[src/rtl/ssp_pkg.sv]
// Shared SSP constants and types used by the receive and transmit FIFOs.
package ssp_pkg;

  localparam int unsigned SSP_WORD_W     = 8;
  localparam int unsigned SSP_FIFO_DEPTH = 4;
  localparam int unsigned SSP_FIFO_AW    = 2;

  typedef logic [SSP_WORD_W-1:0]  ssp_word_t;
  typedef logic [SSP_FIFO_AW-1:0] ssp_fifo_ptr_t;

endpackage

[src/rtl/ssp_fifo_ram.sv]
// DEPTH x WIDTH register array: synchronous write port, asynchronous read port.
module ssp_fifo_ram
  import ssp_pkg::*;
#(
  parameter int unsigned WIDTH  = SSP_WORD_W,
  parameter int unsigned DEPTH  = SSP_FIFO_DEPTH,
  parameter int unsigned ADDR_W = SSP_FIFO_AW
) (
  input  logic              i_clk,
  input  logic              i_we,
  input  logic [ADDR_W-1:0] i_waddr,
  input  logic [WIDTH-1:0]  i_wdata,
  input  logic [ADDR_W-1:0] i_raddr,
  output logic [WIDTH-1:0]  o_rdata
);

  logic [WIDTH-1:0] r_mem [DEPTH];

  // Store the incoming word at the write address.
  always_ff @(posedge i_clk) begin
    if (i_we) begin
      r_mem[i_waddr] <= i_wdata;
    end
  end

  assign o_rdata = r_mem[i_raddr];

endmodule

[src/rtl/ssp_rx_fifo.sv]
// SSP receive FIFO: SSP logic pushes words, processor pops them via the read path.
module ssp_rx_fifo
  import ssp_pkg::*;
#(
  parameter int unsigned WIDTH  = SSP_WORD_W,
  parameter int unsigned DEPTH  = SSP_FIFO_DEPTH,
  parameter int unsigned ADDR_W = SSP_FIFO_AW
) (
  input  logic             PCLK,
  input  logic             CLEAR_B,
  input  logic             PSEL,
  input  logic             PWRITE,
  output logic [WIDTH-1:0] PRDATA,
  input  logic [WIDTH-1:0] RxData,
  input  logic             RxWordValid,
  output logic             SSPRXINTR,
  output logic             RxOverrun
);

  localparam logic [ADDR_W:0] LP_FULL_COUNT = (ADDR_W+1)'(DEPTH);

  logic [ADDR_W-1:0] r_rd_ptr;
  logic [ADDR_W-1:0] r_wr_ptr;
  logic [ADDR_W:0]   r_count;
  logic              r_overrun;

  logic              w_empty;
  logic              w_full;
  logic              w_pop;
  logic              w_push;
  logic              w_ram_we;
  logic [WIDTH-1:0]  w_rdata;

  assign w_empty  = (r_count == '0);
  assign w_full   = (r_count == LP_FULL_COUNT);
  // A pop frees a slot in the same cycle, so a push at full is accepted then.
  assign w_pop    = PSEL && !PWRITE && !w_empty;
  assign w_push   = RxWordValid && (!w_full || w_pop);
  assign w_ram_we = w_push && CLEAR_B;

  ssp_fifo_ram #(
    .WIDTH  (WIDTH),
    .DEPTH  (DEPTH),
    .ADDR_W (ADDR_W)
  ) u_ram (
    .i_clk   (PCLK),
    .i_we    (w_ram_we),
    .i_waddr (r_wr_ptr),
    .i_wdata (RxData),
    .i_raddr (r_rd_ptr),
    .o_rdata (w_rdata)
  );

  // Advance pointers, track occupancy and latch the sticky overrun flag.
  always_ff @(posedge PCLK) begin
    if (!CLEAR_B) begin
      r_rd_ptr  <= '0;
      r_wr_ptr  <= '0;
      r_count   <= '0;
      r_overrun <= 1'b0;
    end else begin
      if (w_push) begin
        r_wr_ptr <= r_wr_ptr + ADDR_W'(1);
      end
      if (w_pop) begin
        r_rd_ptr <= r_rd_ptr + ADDR_W'(1);
      end
      case ({w_push, w_pop})
        2'b10:   r_count <= r_count + (ADDR_W+1)'(1);
        2'b01:   r_count <= r_count - (ADDR_W+1)'(1);
        default: r_count <= r_count;
      endcase
      if (RxWordValid && !w_push) begin
        r_overrun <= 1'b1;
      end
    end
  end

  assign PRDATA    = w_empty ? '0 : w_rdata;
  assign SSPRXINTR = w_full;
  assign RxOverrun = r_overrun;

endmodule

[config.mk]
export PLATFORM = sky130hd
export DESIGN_NAME = ssp_rx_fifo
export DESIGN_NICKNAME = d
export VERILOG_FILES = /design/src/rtl/ssp_pkg.sv /design/src/rtl/ssp_fifo_ram.sv /design/src/rtl/ssp_rx_fifo.sv
export SDC_FILE = /design/constraint.sdc
export NUM_CORES = 1
export LEC_CHECK = 0
export CAP_MARGIN = 20
export CORE_AREA = 5 5 63 65
export CTS_BUF_LIST = sky130_fd_sc_hd__clkbuf_4 sky130_fd_sc_hd__clkbuf_8
export DETAILED_ROUTE_END_ITERATION = 12
export DIE_AREA = 0 0 68 70
export GPL_TIMING_DRIVEN = 0
export PLACE_DENSITY = 0.86
export SLEW_MARGIN = 20
export SYNTH_ARGS = -nofsm -noshare
export SYNTH_HDL_FRONTEND = slang
export SYNTH_SLANG_ARGS = --single-unit
[constraint.sdc]
create_clock -name PCLK -period 2.8 [get_ports PCLK]
set_input_delay 0.42 -clock PCLK [delete_from_list [all_inputs] [get_ports PCLK]]
set_output_delay 0.42 -clock PCLK [all_outputs]
set_load 0.1 [all_outputs]
==> After elaboration in Yosys (flattened, before gate mapping) <==
Memories as Yosys holds them, arrays and structs flattened. A register that Yosys moved wholly into a read port is not among the register bits.
Cells that the tools add are included.
W data, S select, Z words.
{ "op_classes": {"addsub": 4, "n_eq_ne": 3, "mux": 6, "reduce_logical": 12} }
{ "ops": {"columns": ["op", "count"], "rows": [
  ["$mux W8", 1],
  ["$pmux W3 S2", 1],
  ["$logic_and A1 B1 Y1", 5],
  ["$add A2 B1 Y2 const B", 2],
  ["$logic_not A1 Y1", 4],
  ["$mux W2", 2],
  ["$add A3 B1 Y3 const B", 1],
  ["$eq A3 B3 Y1 const B", 1],
  ["$logic_not A3 Y1", 1],
  ["$sub A3 B1 Y3 const B", 1],
  ["$eq A2 B1 Y1 const B", 1],
  ["$eq A2 B2 Y1 const B", 1],
  ["$mux W1", 2],
  ["$reduce_bool A2 Y1", 1],
  ["$logic_or A1 B1 Y1", 1]
]} }
{ "word_totals": {"ff_bits": 8, "ram_bits": 32, "inputBits": 13, "output_inout_bits": 10, "word_cells": 30, "mem_count": 1} }
{ "mem_list": {"columns": ["memory", "depth", "word_bits", "read_ports", "rd_clocked_by_memory_dff", "write_ports", "line", "rtl"], "rows": [
  ["u_ram.r_mem", 4, 8, 1, 1, 1, "ssp_fifo_ram.sv:17", "logic [WIDTH-1:0] r_mem [DEPTH];"]
]} }

==> Depth between registers and ports, before layout <==
{ "logic_depth": {"word_depth": 8, "depth_mapped": 8, "ltp_nobuf": 7} }

==> Modules after synthesis <==
From an unflattened synthesis, not the netlist that was laid out.
{ "hier_totals": {"hier_cells": 110, "area_unflattened_um2": 1727.9} }
{ "by_module_without_submodules": {"columns": ["module", "instances", "cells_per_inst", "area_per_inst_um2", "seq_area_each_um2"], "rows": [
  ["ssp_fifo_ram", 1, 46, 1188.6, 960.9],
  ["ssp_rx_fifo", 1, 64, 539.3, 160.2]
]} }

==> Worst setup path before layout <==
OpenSTA, ideal clock, no wires.
{ "synth_timing": {"path_kind": "reg2reg", "startpoint": "reg r_count[2]", "endpoint": "mem u_ram.r_mem[0][0] (netlist name) (enable)", "setup_time_ns": 0.279, "arrival_time_ns": 3.465, "required_ns": 2.521, "path_slack_ns": -0.944, "path_stages_with_launch": 4, "n_path_buf": 0, "synth_period_minus_slack_ns": 3.744, "cell_sequence": "dfxtp_1 nor3b_1 a21boi_2 and3_1"} }
{ "synth_between": {"elab_cells_between_ends": 10, "classes_between": "eq/ne: 1; mux: 2; reduce/logical: 7"} }
{ "synth_rtl": {"columns": ["item", "line", "rtl"], "rows": [
  ["from (decl)", "ssp_rx_fifo.sv:24", "logic [ADDR_W:0] r_count;"],
  ["from (signal assigned)", "ssp_rx_fifo.sv:69", "2'b10: r_count <= r_count + (ADDR_W+1)'(1);"],
  ["from (signal assigned)", "ssp_rx_fifo.sv:70", "2'b01: r_count <= r_count - (ADDR_W+1)'(1);"],
  ["from (signal assigned)", "ssp_rx_fifo.sv:71", "default: r_count <= r_count;"],
  ["$eq A3 B3 Y1", "ssp_rx_fifo.sv:35", "assign w_full = (r_count == LP_FULL_COUNT);"],
  ["named net SSPRXINTR", "ssp_rx_fifo.sv:16", "output logic SSPRXINTR,"],
  ["$logic_not A1 Y1", "ssp_rx_fifo.sv:38", "assign w_push = RxWordValid && (!w_full || w_pop);"],
  ["$logic_or A1 B1 Y1", "ssp_rx_fifo.sv:38", null],
  ["$logic_and A1 B1 Y1", "ssp_rx_fifo.sv:38", null],
  ["$logic_and A1 B1 Y1", "ssp_rx_fifo.sv:39", "assign w_ram_we = w_push && CLEAR_B;"],
  ["$mux W1", "ssp_fifo_ram.sv:21", "if (i_we) begin"],
  ["$mux W1 (implied by the code)", "ssp_fifo_ram.sv:22", "r_mem[i_waddr] <= i_wdata;"],
  ["to (decl)", "ssp_fifo_ram.sv:17", null]
]} }
The timed path passes the listed nets, and every way through them passes these cells.

==> Final worst setup path <==
{ "layout_timing": {"startpoint": "reg r_count[0]", "endpoint": "reg r_count[2]"} }
{ "layout_between": {"elab_chain_cells": 7, "elab_cells_between_ends": 13, "classes_between": "add/sub: 2; eq/ne: 3; mux: 1; reduce/logical: 7"} }
{ "layout_lines": {"columns": ["item", "line", "rtl"], "rows": [
  ["$logic_not A3 Y1", "ssp_rx_fifo.sv:34", "assign w_empty = (r_count == '0);"],
  ["$logic_not A1 Y1", "ssp_rx_fifo.sv:37", "assign w_pop = PSEL && !PWRITE && !w_empty;"],
  ["$logic_and A1 B1 Y1", "ssp_rx_fifo.sv:37", null],
  ["$logic_or A1 B1 Y1", "ssp_rx_fifo.sv:38", null],
  ["$logic_and A1 B1 Y1", "ssp_rx_fifo.sv:38", null],
  ["$eq A2 B1 Y1 or $eq A2 B2 Y1 (tied branches)", "ssp_rx_fifo.sv:68", "case ({w_push, w_pop})"],
  ["$pmux W3 S2 or $reduce_bool A2 Y1 (tied branches)", null, null]
]} }
Parallel ways exist; a longest one is shown, timed or not.
A chain may end at the register's enable or synchronous reset.

==> run_results.csv <==
group,metric,value,unit
power,seqPwrFrac,0.469,
cts,post_cts_buffers,0,
floorplan,num_rows,21,
routing,drc,0,
hold_path,min-delay-path-class,"in -> reg",
routing,vias,1012,
final_layout,fin_util,0.639,
synth,ys_ff_latch,42,
timing,final_hold_viol_count,0,
timing,fin_crit_sh,0.871,
critical_path,required,3040,ps
grt,grt_pass1_wl,5020,um
critical_path,critPathKind,"reg -> reg",
synth,synth_most_common_cell,"edfxtp_1",
synth,synth_edf_count,32,
final_layout,layout-drive-gt1-share,0.215,
cts,numCtsBuffers,5,
timing,rsz0062_at_grt,"no",
synth,synthTopCellsByCount,"32 x edfxtp_1, 11 x nor2b_1, 10 x dfxtp_1",
cts,holdBufCountCts,0,
timing,min_period,2440,ps
floorplan,die_area,4760,um2
timing,finalWorstSetupSlack,360,ps
routing,wl_per_cell,16.8,um
cts,cts_root_buf,"clkbuf_4",
power,leakage,0.743,nW
routing,drtIter0Drc,43,
power,pwr-share-comb,0.340,
critical_path,crit_arrival,2680,ps
cts,h-tree-depth,2,
routing,drt-pass1-iter-count,4,
timing,worstMarginPinSlew,968,ps
power,clkPwrFrac,0.192,
final_layout,num-nets-final,161,
grt,grt_util_all_layers,0.147,
synth,syn_nets,133,
synth,synth_top_area_frac,0.533,
cts,numClockSinks,42,
routing,ant_nets,0,
grt,grt_start_max_net_pins,16,
power,worst_ir_drop_vdd,394,uV
final_layout,area_growth,16.5,%
floorplan,die_h,70,um
final_layout,layout.cells.non_filler,190,
placement,gp_congestion,0.715,
synth,synth_cells,115,
placement,hpwl,2230,um
timing,clock_skew,12.5,ps
floorplan,dieWidth,68,um
run_status,status,"finished clean",
floorplan,ioPinCount,23,
grt,grt_pass1_vias,1048,
timing,clock.fmax,0.410,GHz
routing,drt_wl_total,3190,um
power,p_sw,0.000621,W
timing,hold_ws,457,ps
cts,clk_latency,350,ps
synth,yosysTopAreaCell,"edfxtp_1",
routing,drt-vias-per-instance,5.33,
synth,syn_area,1800,um2
cts,cts.path.max_buffers,2,
synth,synth_cell_types,33,
power,switching_share,0.400,
run,drv_cap,0,
floorplan,coreArea,3280,um2
placement,place_inst,182,
grt,antenna_found_initial,0,
cts,clkTransAtPathRegs,130,ps
power,total_power,0.00155,W
placement,pre_cts_ws,99.3,ps
critical_path,worstPathMaxFanout,10,
cts,cts_tree,"built",
placement,io_buffers,21,
synth,ys_async_sr_fraction,0,
grt,grt-ovfl-total,0,
synth,synth.avg_cell_area,15.7,um2
critical_path,end_kind,"flop",
synth,ys_seq_area_frac,0.644,
power,powerDensity,741,nW/um2
power,p_int,0.000933,W
synth,ys.flop_type,"edfxtp_1",
timing,relSlewSlack,0.352,
synth,yosys-top-cells-area,"edfxtp_1 53%, dfxtp_1 11%, mux4_2 10%",
floorplan,initial_core_util,0.549,
final_layout,diodes,0,
timing,slew_violations,0,
synth,yosysWarnings,0,
critical_path,cp-start-kind,"flop",
timing,setup_violations,0,
[repair_timing]
item,in CTS,in global routing
resized for setup,8,17
setup endpoints to repair,8,9
endpoints found under the hold margin,0,0
[per-stage QoR]
step | TNS (ps) | instance area, um2
final | 0 | 2100
after global routing | 0 | 2100
after CTS | -11.9 | 2130
after detailed placement | 0 | 2070
after global placement | 0 | 2070
after floorplan | 0 | 1810
[sequential cells by signal (all words and copies together) (netlist names), named ones only]
| register | cells |
|---|---|
| r_count | 3 |
| r_rd_ptr | 2 |
| r_wr_ptr | 2 |
| u_ram.r_mem | 32 |
| RxOverrun | 1 |
[area by class of cell]
type	instances	area (um2)
Sequential cell	42	1160
Clock inverter	3	23.8
Buffer	6	32.5
Inverter	4	15.0
Timing Repair Buffer	21	173
Clock buffer	5	37.5
Multi-Input combinational cell	63	598
Fill cell	246	1190
Tap cell	46	57.6
[kinds of logic (layout without fill, tap and decap cells)]
family | Yosys count | in the layout | share of synthesized area
XOR/XNOR | 3 | 3 | 0.0146
buffers and inverters | 10 | 39 | 0.0264
adder cells (fa/ha/maj) | 5 | 5 | 0.0389
multiplexers | 11 | 11 | 0.117
flip-flops | 42 | 42 | 0.644
AND/OR/NAND/NOR | 35 | 35 | 0.121
AO/OA/AOI/OAI | 9 | 9 | 0.0382
[worst max-delay path: stages (launching register included)]
cell      delay, ps
dfxtp_1         430
nor3_1          110
clkbuf_1        260
or3_1           420
fa_1            410
nor2b_1         170
nand2_1          90
a32o_1          250
o21a_1          180
[worst paths after layout]
path | from | endpoint | slack, ps | cells after the start
worst max-delay path | r_count[0] | r_count[2] | 360 | 8
worst min-delay path | RxWordValid | RxOverrun | 460 | 3
worst max register to register | r_count[0] | r_count[2] | 360 | 8
worst min register to register | RxOverrun | RxOverrun | 520 | 2
[power by group through the flow]
stage                     registers, W  clock network (W)  logic (W)
after floorplan               0.000741                  0   0.000428
after CTS                     0.000728           0.000306   0.000541
after global placement        0.000738                  0   0.000553
after detailed placement      0.000742                  0   0.000565
after global routing          0.000734           0.000336   0.000558
final                         0.000728           0.000298   0.000528
[layer usage]
metal,vias up,track usage,wire [um]
met5,-,0,0
met4,0,0.0640,68
met3,8,0.0401,174
met2,31,0.236,1740
met1,492,0.182,1210
li1,481,-,-
[layout by cell type, fill, tap and decap left out, types with 2 or more instances in the layout]
cell	n
nand2_1	4
clkinvlp_4	2
clkbuf_1	3
or3_1	2
clkbuf_2	8
clkdlybuf4s50_1	12
clkbuf_4	5
nor2_1	3
edfxtp_1	32
ha_1	4
buf_2	2
xnor2_1	2
and3_1	4
nor2b_1	11
dfxtp_1	10
inv_1	4
and2_1	3
a21boi_0	2
mux4_2	8
mux2i_1	3
Power figures use the tool's default switching activity.
